### src/rtl/corelet_ctrl.sv
// corelet_ctrl: one-tile sequencer for the corelet.
// It loads weights, then streams activations through L0 into the MAC array
// for each kernel position. OFIFO partial sums are drained into psum SRAM,
// then replayed through the SFU to accumulate and optionally ReLU each output.
// All outputs are registered. Reset is asynchronous and active-low.
module corelet_ctrl #(
  parameter int row    = 8,
  parameter int col    = 8,
  parameter int n_act  = 36,
  parameter int n_kij  = 9,
  parameter int addr_w = 11,
  parameter int w_base = 1024
) (
  input  logic              clk,
  input  logic              reset,
  input  logic              start,
  input  logic              mode_in,
  input  logic              relu_en,
  input  logic              l0_full,
  input  logic              l0_ready,
  input  logic              ofifo_valid,
  input  logic              ofifo_full,
  output logic              busy,
  output logic              done,
  output logic              mode,
  output logic [1:0]        inst,
  output logic              l0_wr,
  output logic              l0_rd,
  output logic              ofifo_rd,
  output logic              acc,
  output logic              acc_init,
  output logic              relu,
  output logic              act_cen,
  output logic [addr_w-1:0] act_addr,
  output logic              psum_cen,
  output logic              psum_wen,
  output logic [addr_w-1:0] psum_addr,
  output logic              out_valid,
  output logic [addr_w-1:0] out_addr,
  output logic [3:0]        kij
);

  typedef enum logic [2:0] {
    S_IDLE,
    S_WLOAD,
    S_WSHIFT,
    S_XRUN,
    S_DRAIN,
    S_ACC,
    S_DONE
  } state_t;

  // Every phase counter shares one width; it is wide enough for any sane tile.
  localparam int cw = 16;
  localparam logic [cw-1:0] one_c    = cw'(1);
  localparam logic [cw-1:0] row_c    = cw'(row);
  localparam logic [cw-1:0] sh_end_c = cw'(row + col);
  localparam logic [cw-1:0] n_act_c  = cw'(n_act);
  localparam logic [cw-1:0] n_kij_c  = cw'(n_kij);
  localparam logic [3:0]    kij_last = 4'(n_kij - 1);

  state_t        state_reg;
  logic          relu_en_reg;
  logic [cw-1:0] rd_cnt_reg;   // SRAM reads issued in WLOAD / XRUN
  logic [cw-1:0] sh_cnt_reg;   // WSHIFT progress: kernel-load cycles, then propagation
  logic [cw-1:0] ex_cnt_reg;   // execute instructions issued in XRUN
  logic [cw-1:0] dr_cnt_reg;   // OFIFO pops in DRAIN
  logic [cw-1:0] out_cnt_reg;  // output index being accumulated in ACC
  logic [cw-1:0] step_reg;     // cycle within the current output in ACC
  logic [cw-1:0] acc_end;      // last step of one output (the out_valid step)
  logic          unused_ofifo_full;

  // One output takes n_kij reads, one trailing acc, an optional relu and out_valid.
  assign acc_end = relu_en_reg ? (n_kij_c + cw'(2)) : (n_kij_c + one_c);

  // Draining is paced purely by ofifo_valid, so the full flag carries no extra information.
  assign unused_ofifo_full = ofifo_full;

  // Tile sequencer: state, phase counters and every registered strobe.
  always_ff @(posedge clk or negedge reset) begin
    if (!reset) begin
      state_reg   <= S_IDLE;
      relu_en_reg <= 1'b0;
      rd_cnt_reg  <= '0;
      sh_cnt_reg  <= '0;
      ex_cnt_reg  <= '0;
      dr_cnt_reg  <= '0;
      out_cnt_reg <= '0;
      step_reg    <= '0;
      busy        <= 1'b0;
      done        <= 1'b0;
      mode        <= 1'b0;
      inst        <= 2'b00;
      l0_wr       <= 1'b0;
      l0_rd       <= 1'b0;
      ofifo_rd    <= 1'b0;
      acc         <= 1'b0;
      acc_init    <= 1'b0;
      relu        <= 1'b0;
      act_cen     <= 1'b1;
      act_addr    <= '0;
      psum_cen    <= 1'b1;
      psum_wen    <= 1'b1;
      psum_addr   <= '0;
      out_valid   <= 1'b0;
      out_addr    <= '0;
      kij         <= '0;
    end else begin
      // Pulses and enables idle unless a state drives them this cycle.
      done      <= 1'b0;
      inst      <= 2'b00;
      l0_rd     <= 1'b0;
      ofifo_rd  <= 1'b0;
      acc       <= 1'b0;
      acc_init  <= 1'b0;
      relu      <= 1'b0;
      out_valid <= 1'b0;
      act_cen   <= 1'b1;
      psum_cen  <= 1'b1;
      psum_wen  <= 1'b1;
      // Activation SRAM has one cycle of read latency: write L0 the cycle after a read.
      l0_wr     <= ~act_cen;

      case (state_reg)
        S_IDLE: begin
          busy <= 1'b0;
          if (start) begin
            state_reg   <= S_WLOAD;
            busy        <= 1'b1;
            kij         <= '0;
            mode        <= mode_in;
            relu_en_reg <= relu_en;
            // Issue the first weight read on the accepting edge to save a cycle.
            if (!l0_full) begin
              act_cen    <= 1'b0;
              act_addr   <= addr_w'(w_base);
              rd_cnt_reg <= one_c;
            end else begin
              rd_cnt_reg <= '0;
            end
          end
        end

        S_WLOAD: begin
          if (rd_cnt_reg == row_c) begin
            // The last read's L0 write lands in the first WSHIFT cycle,
            // one cycle ahead of the first kernel-load read.
            state_reg  <= S_WSHIFT;
            sh_cnt_reg <= '0;
          end else if (!l0_full) begin
            act_cen    <= 1'b0;
            act_addr   <= addr_w'(w_base + int'(kij) * row + int'(rd_cnt_reg));
            rd_cnt_reg <= rd_cnt_reg + one_c;
          end
        end

        S_WSHIFT: begin
          if (sh_cnt_reg == sh_end_c) begin
            state_reg  <= S_XRUN;
            rd_cnt_reg <= '0;
            ex_cnt_reg <= '0;
          end else if (sh_cnt_reg < row_c) begin
            // Kernel-load reads only advance while L0 has a word ready.
            if (l0_ready) begin
              l0_rd      <= 1'b1;
              inst       <= 2'b01;
              sh_cnt_reg <= sh_cnt_reg + one_c;
            end
          end else begin
            // Idle cycles let the loaded weights settle across all columns.
            sh_cnt_reg <= sh_cnt_reg + one_c;
          end
        end

        S_XRUN: begin
          if (rd_cnt_reg == n_act_c && ex_cnt_reg == n_act_c) begin
            state_reg  <= S_DRAIN;
            dr_cnt_reg <= '0;
          end else begin
            // Fill and execute run independently so L0 can stream.
            if (rd_cnt_reg != n_act_c && !l0_full) begin
              act_cen    <= 1'b0;
              act_addr   <= addr_w'(rd_cnt_reg);
              rd_cnt_reg <= rd_cnt_reg + one_c;
            end
            if (ex_cnt_reg != n_act_c && l0_ready) begin
              l0_rd      <= 1'b1;
              inst       <= 2'b10;
              ex_cnt_reg <= ex_cnt_reg + one_c;
            end
          end
        end

        S_DRAIN: begin
          if (dr_cnt_reg == n_act_c) begin
            if (kij != kij_last) begin
              kij        <= kij + 4'd1;
              state_reg  <= S_WLOAD;
              rd_cnt_reg <= '0;
            end else begin
              state_reg   <= S_ACC;
              out_cnt_reg <= '0;
              step_reg    <= '0;
            end
          end else if (ofifo_valid) begin
            // Each pop goes straight into psum SRAM, laid out kij-major.
            ofifo_rd   <= 1'b1;
            psum_cen   <= 1'b0;
            psum_wen   <= 1'b0;
            psum_addr  <= addr_w'(int'(kij) * n_act + int'(dr_cnt_reg));
            dr_cnt_reg <= dr_cnt_reg + one_c;
          end
        end

        S_ACC: begin
          // Steps 0..n_kij-1 read one partial sum per kernel position.
          if (step_reg < n_kij_c) begin
            psum_cen  <= 1'b0;
            psum_addr <= addr_w'(int'(step_reg) * n_act + int'(out_cnt_reg));
          end
          // The SFU takes each word the cycle after its read; the first one seeds the sum.
          if (step_reg != '0 && step_reg <= n_kij_c) begin
            acc      <= 1'b1;
            acc_init <= (step_reg == one_c);
          end
          if (relu_en_reg && step_reg == n_kij_c + one_c) begin
            relu <= 1'b1;
          end
          if (step_reg == acc_end) begin
            out_valid <= 1'b1;
            out_addr  <= addr_w'(out_cnt_reg);
            step_reg  <= '0;
            if (out_cnt_reg == n_act_c - one_c) begin
              state_reg <= S_DONE;
            end else begin
              out_cnt_reg <= out_cnt_reg + one_c;
            end
          end else begin
            step_reg <= step_reg + one_c;
          end
        end

        S_DONE: begin
          // busy stays high through the done cycle and drops in IDLE.
          done      <= 1'b1;
          state_reg <= S_IDLE;
        end

        default: begin
          state_reg <= S_IDLE;
        end
      endcase
    end
  end

endmodule

### config.mk
export PLATFORM = sky130hd
export DESIGN_NAME = corelet_ctrl
export DESIGN_NICKNAME = d
export VERILOG_FILES = /design/src/rtl/corelet_ctrl.sv
export SDC_FILE = /design/constraint.sdc
export NUM_CORES = 1
export LEC_CHECK = 0
export CORE_MARGIN = 2
export CORE_UTILIZATION = 58
export DETAILED_ROUTE_END_ITERATION = 10
export DONT_BUFFER_PORTS = 1
export PLACE_DENSITY = 0.76
export SYNTH_ARGS = -nofsm -noshare
export SYNTH_HDL_FRONTEND = slang
export SYNTH_SLANG_ARGS = --single-unit
### constraint.sdc
create_clock -name clk -period 2.4 [get_ports clk]
set_input_delay 0 -clock clk [delete_from_list [all_inputs] [get_ports clk]]
set_output_delay 0 -clock clk [all_outputs]
set_load 0.03 [all_outputs]
==> flow_metrics.py, run 1 <==
metrics = {
    "grt": {
        "use_met3_pct": 5.74,
        "grt_busiest_layer": "met2",
        "overflow": 0,
        "antenna_found_initial": 0,
        "grt_pass1_wl_mm": 37.5,
        "grtUsageMet2_pct": 45.2,
        "grt_max_degree": 153,
        "grt_util_all_layers_pct": 28.4,
        "met1_usage_pct": 39.5,
        "grt_pass1_vias": 7520,
    },
    "pwr": {
        "total_power_mw": 6.03,
        "p_leak_nw": 5.08,
        "vdd_drop_max_v": 0.000529,
        "power_density_nw_per_um2": 546,
    },
    "sta": {
        "hold_viol": 152,
        "rsz0062_at_grt": "yes",
        "finalMaxSlewViolations": 0,
        "relSlewSlack_pct": 64.9,
        "post-route-period-util_pct": 112,
        "tightest_slew_ps": 522,
        "holdWs_ps": -745,
        "skew_ps": 7.98,
        "timing.final.crit_period_ps": 2690,
        "finalSetupViolations": 10,
        "max_freq_mhz": 371,
        "layout_setup_ws_ps": -294,
    },
    "cts": {
        "cts_made_buffers": 17,
        "clock_path_buffers": 2,
        "hold_buffers": 6,
        "clk_pin_slew_ps": 60,
        "cts_sinks": 152,
        "ctsRootBufferMaster": "clkbuf_16",
        "h-tree-depth": 4,
        "clock_latency_ps": 430,
        "cts_tree": "done",
    },
    "worst_setup_path": {
        "timing.critical_path.buf_inv": 3,
        "path_max_fanout": 6,
        "critPathRequiredTime_ps": 2710,
        "max_stage_delay_ps": 520,
        "path_delay_family": "adder cells",
        "crit_top_cell": "ha_4",
        "end_kind": "register",
        "cp_slowest_cell": "fa_2",
        "criticalPathCategory": "reg2reg",
        "cp_data_arrival_time_ps": 3010,
        "setup.worst_path.start_class": "register",
        "path_cells": "ha_4 -> ha_4 -> inv_2 -> fa_2 -> inv_2 -> ha_4 -> nand3_2 -> o211ai_1 -> buf_4 -> or3_4 -> nand3_2 -> a31oi_1",
    },
    "floorplan": {
        "coreArea_um2": 15100,
        "rows": 45,
        "die_w_um": 128,
        "ios": 61,
        "die-area_um2": 16500,
        "start_util_pct": 59.3,
        "die_h_um": 128,
    },
    "synthesis": {
        "async_flop_share_pct": 100,
        "yosysUniqueCellTypes": 70,
        "ys_seq_elements": 152,
        "synth_nets": 1049,
        "ys_warn_count": 0,
        "synth_edf_count": 0,
        "ys.flop_type": "dfrtp_1",
        "synthCells": 987,
        "synth_area_um2": 8990,
        "synth_seq_area_share_pct": 42.4,
        "synth.avg_cell_area_um2": 9.11,
    },
    "place": {
        "port_buffers": 0,
        "gp_congestion": 0.877,
        "dp_cells": 1246,
        "dpl.hpwl_mm": 15.2,
    },
    "layout": {
        "multi_input_area_um2": 5110,
        "syn_to_final_growth_pct": 22.8,
        "fin_cells": 1297,
        "seq_area_um2": 3810,
        "fillerInstances": 1057,
        "antenna_cells": 0,
        "drive_gt1_share_pct": 22.4,
        "fin_nets": 1158,
    },
    "worst_hold_path": {
        "hold_path.class": "in2async",
    },
    "route": {
        "wl_per_cell_um": 17.4,
        "via_per_inst": 6.06,
        "drt_iter0_markers": 562,
        "drc": 0,
        "firstDrtPassIters": 5,
        "routed_wl_mm": 22.6,
        "via_count": 7864,
        "antenna_left": 0,
    },
    "run_status": {
        "outcome": "finished with violations",
        "violations": "negative hold slack, negative setup slack",
    },
    "job": {
        "cap_violations": 0,
    },
}
-- cell usage in the layout (no fill, tap or decap), types with 7 or more instances in the layout --
cell type / count
nand4_1: 28
nand3_1: 51
a211oi_1: 8
nor3_1: 18
or3_1: 20
o21ai_1: 7
mux2_2: 13
xnor2_1: 39
inv_1: 40
ha_1: 45
a21oi_1: 39
clkbuf_16: 17
buf_4: 128
and3_1: 17
nor2_1: 98
nand2_1: 90
xor2_1: 25
a31oi_1: 15
o31ai_1: 20
nor4_2: 7
o21ai_0: 61
nand2b_1: 11
dfrtp_1: 147
-- what timing repair did --
| action | CTS | global route |
|---|---|---|
| pin swaps | 13 | 18 |
| setup endpoints to repair | 16 | 53 |
| hold endpoints to repair | 163 | 152 |
| setup buffers | 4 | 8 |
| cloned | 1 | 1 |
| gates resized for setup | 24 | 40 |
-- routing by layer --
metal  vias to the layer above  part of all wire [%]
met2                       231                    48
met1                      3843                    45
li1                       3758                     -
met5                         -                     0
met4                         0                   1.7
met3                        32                   5.4
-- metrics by stage --
step	utilization [%]	hold WS [ps]	area, um2	setup TNS, ps	setup WS (ps)
3_3_place_gp	66.1	-292	10000	-512	-198
3_5_place_dp	66.1	-292	10000	-1130	-283
6_report	72.9	-745	11000	-898	-294
4_1_cts	71.4	-750	10800	-769	-269
5_1_grt	72.9	-760	11000	-2480	-363
2_1_floorplan	-	-296	9040	-278	-184
-- cells in the mapped netlist, drive strengths merged, types with 6 or more instances --
library cell	count	area [um2]
nand4	28	175
o31ai	23	178
a211oi	11	82.6
o41ai	6	52.6
xnor2	40	350
nand3	55	275
and3	17	106
xor2	25	219
mux2	13	146
or3	23	144
buf	9	58.8
nor4b	7	61.3
inv	45	169
nor3	18	90.1
ha	49	613
o21ai	70	350
nor2b	6	37.5
clkbuf	42	159
dfrtp	149	3730
a31oi	15	93.8
a21oi	44	220
nor4	17	140
o211ai	6	45.0
a21o	7	60.1
nand2	90	338
nor2	98	368
nand2b	11	68.8
-- power by group --
| group | internal [mW] | switching, mW |
|---|---|---|
| combinational | 0.234 | 0.266 |
| clock | 1.58 | 1.08 |
| sequential | 2.69 | 0.172 |
| total | 4.50 | 1.52 |
-- kinds of logic (layout without fill, tap and decap cells) --
logic type	Yosys count	after routing	share of synthesized area, %
adders and majority gates	53	53	7.71
and+or+nand+nor	402	402	23.3
DFF	152	152	42.4
buffers and inverters	96	218	4.30
muxes	15	15	1.85
AOI/OAI and AO/OA	204	204	14.1
xor gates and xnor gates	65	65	6.33
-- path summary, 6_finish.rpt --
check	endpoint	startpoint	slack [ps]	cells past startpoint
worst max-delay path	psum_addr[8]	step_reg[1]	-290	12
worst min-delay path	out_addr[5]	reset	-750	0
worst max register to register	psum_addr[8]	step_reg[1]	-290	12
worst min register to register	l0_wr	act_cen	520	1
max in group asynchronous	act_cen	reset	2770	0
min in group clk	busy	start	30	2
-- layout make-up --
type / count / area share, %
multi-input cells: 739 / 46.3
flip-flops and latches: 152 / 34.5
repair buffers: 141 / 10.3
clock buffers: 21 / 4.17
well taps: 188 / 2.13
inverters: 45 / 1.53
clock inverters: 11 / 1.11
(Power assumes the default switching activity.)
==> run 2, diff against run 1 <==
--- a/config.mk
+++ b/config.mk
@@ -6,10 +6,10 @@
 export NUM_CORES = 1
 export LEC_CHECK = 0
 export CORE_MARGIN = 2
-export CORE_UTILIZATION = 58
+export CORE_UTILIZATION = 30
 export DETAILED_ROUTE_END_ITERATION = 10
 export DONT_BUFFER_PORTS = 1
-export PLACE_DENSITY = 0.76
+export SLEW_MARGIN = 20
 export SYNTH_ARGS = -nofsm -noshare
 export SYNTH_HDL_FRONTEND = slang
 export SYNTH_SLANG_ARGS = --single-unit
==> run 2 against run 1 <==
Compared with the run above:
- the flow still finishes with violations (negative hold slack, negative setup slack)
- global-route usage fell by 13 points
- non-clock buffer count is 1 higher
- sequential share of layout area fell by 0.87 points
- hold slack lost 2.4 ps
- register-to-register slack improved by 40 ps
==> flow_metrics.py, run 2 (synthesis gave the netlist of run 1 again) <==
metrics = {
    "layout": {
        "fin_area_um2": 11300,
        "final_common_cell": "dfrtp_1",
        "fillerInstances": 2946,
        "drive_gt1_share_pct": 23.5,
        "layout_common_cells": "dfrtp_1, buf_4, nor2_1",
        "seq_area_um2": 3810,
        "fin_nets": 1160,
        "fin_cells": 1501,
        "multi_input_area_um2": 5160,
        "antenna_cells": 0,
        "syn_to_final_growth_pct": 26.0,
    },
    "grt": {
        "grt_pass1_vias": 7366,
        "grt_util_all_layers_pct": 15.2,
        "antenna_found_initial": 0,
        "overflow": 0,
        "grt_max_degree": 153,
        "grt_pass1_wl_mm": 38.0,
    },
    "sta": {
        "skew_ps": 13.9,
        "finalMaxSlewViolations": 0,
        "post-route-period-util_pct": 111,
        "finalSetupViolations": 5,
        "layout_setup_ws_ps": -254,
        "holdWs_ps": -748,
        "hold_viol": 152,
        "tightest_slew_ps": 506,
        "max_freq_mhz": 377,
        "fin_setup_tns_ps": -628,
        "rsz0062_at_grt": "yes",
        "timing.final.crit_period_ps": 2650,
        "relSlewSlack_pct": 66.0,
    },
    "worst_setup_path": {
        "max_stage_delay_ps": 490,
        "path_delay_family": "adder cells",
        "cp_slowest_cell": "fa_1",
        "reg2reg_depth": 12,
        "cp_data_arrival_time_ps": 2970,
        "end_kind": "register",
        "crit_top_cell": "ha_4",
        "cp.depth": 12,
        "timing.critical_path.buf_inv": 2,
        "r2r_setup_slack_ps": -250,
        "path_max_fanout": 6,
        "critPathRequiredTime_ps": 2710,
        "setup.worst_path.start_class": "register",
        "criticalPathCategory": "reg2reg",
        "path_cells": "ha_4 -> ha_4 -> inv_2 -> fa_1 -> inv_2 -> ha_4 -> nand3_2 -> o211ai_1 -> o22ai_2 -> a21o_1 -> a31oi_1 -> a21oi_1",
    },
    "place": {
        "gp_congestion": 0.873,
        "dp_cells": 1451,
        "place_ws_ps": -253,
        "post_dp_cell_area_um2": 10300,
        "port_buffers": 0,
        "dpl.hpwl_mm": 16.5,
    },
    "floorplan": {
        "die_w_um": 177,
        "rows": 63,
        "ios": 61,
        "coreArea_um2": 29600,
        "start_util_pct": 30.4,
        "die-area_um2": 31400,
        "die_h_um": 177,
    },
    "job": {
        "cap_violations": 0,
    },
    "cts": {
        "cts_made_buffers": 17,
        "cts_tree": "done",
        "clk_pin_slew_ps": 70,
        "cts_sinks": 152,
        "hold_buffers": 6,
        "clock_latency_ps": 430,
        "clock_path_buffers": 2,
        "ctsRootBufferMaster": "clkbuf_16",
        "h-tree-depth": 4,
    },
    "route": {
        "firstDrtPassIters": 5,
        "routed_wl_mm": 23.7,
        "routed.top_layer": "met4",
        "met3WireLength_mm": 1.09,
        "drc": 0,
        "wl_met2_mm": 11.4,
        "antenna_left": 0,
        "via_per_inst": 5.13,
        "wl_per_cell_um": 15.8,
        "met1_length_mm": 11.0,
        "via_count": 7697,
        "drt_iter0_markers": 420,
    },
    "run_status": {
        "outcome": "finished with violations",
        "violations": "negative hold slack, negative setup slack",
    },
    "pwr": {
        "power_density_nw_per_um2": 534,
        "p_leak_nw": 5.11,
        "vdd_drop_max_v": 0.000424,
    },
    "worst_hold_path": {
        "hold_path.class": "in2async",
    },
}
[run 2: cell types whose count changed in the layout (fill, tap and decap cells not counted), moves of 3 or more]
cell / previous run / this run
o21ai_0: 61 / 50
inv_6: 1 / 8
o21ai_1: 7 / 13
o21ai_2: 2 / 7
a21oi_1: 39 / 36
a21oi_2: 5 / 8
clkinv_2: 3 / 0
[run 2: path summary, 6_finish.rpt]
path	from	to
min in group clk	start	busy
worst min-delay path	reset	out_valid
worst max-delay path	step_reg[4]	psum_addr[10]
max in group asynchronous	reset	act_cen
worst min register to register	rd_cnt_reg[15]	rd_cnt_reg[15]
worst max register to register	step_reg[4]	psum_addr[10]
[run 2: per-stage QoR]
stage / util, % / hold WS [ps] / power [mW]
floorplan: - / -296 / 3.17
global placement: 34.8 / -292 / 3.31
detailed placement: 34.8 / -292 / 3.33
CTS: 37.2 / -766 / 6.07
global route: 38.3 / -777 / 6.31
finish: 38.3 / -748 / 6.04
[run 2: metal layers]
metal / up-vias / track usage (%)
met2: 147 / 24.9
met5: - / 0
li1: 3756 / -
met3: 13 / 3.59
met1: 3781 / 20.3
met4: 0 / 3.41
[run 2: layout make-up]
cell class,instances,share of cell area (%)
inverter,45,1.49
timing repair buffer,142,9.84
clock inverter,15,1.36
clock buffer,17,3.76
multi-input combinational,740,45.6
sequential,152,33.7
tap,390,4.31
[run 2: worst register-to-register path, delay by kind of cell, from the launching register on]
| kind | cells | cell delay, ps |
|---|---|---|
| AO/OA/AOI/OAI | 5 | 770 |
| adder cells (fa/ha/maj) | 4 | 1180 |
| buffers and inverters | 2 | 80 |
| flip-flops | 1 | 430 |
| AND/OR/NAND/NOR | 1 | 70 |
[run 2: power breakdown]
part / switching, mW / leakage (nW) / internal [mW]
Clock: 1.23 / 0.277 / 1.47
Combinational: 0.269 / 2.86 / 0.232
Sequential: 0.156 / 1.97 / 2.69
Total: 1.66 / 5.11 / 4.39
[run 2: timing repair]
| action | CTS | global route |
|---|---|---|
| resized for setup | 8 | 74 |
| gates cloned | 0 | 3 |
| setup endpoints to repair | 11 | 60 |
| setup buffers | 1 | 9 |
| pin swaps | 2 | 21 |
| hold endpoints to repair | 169 | 152 |
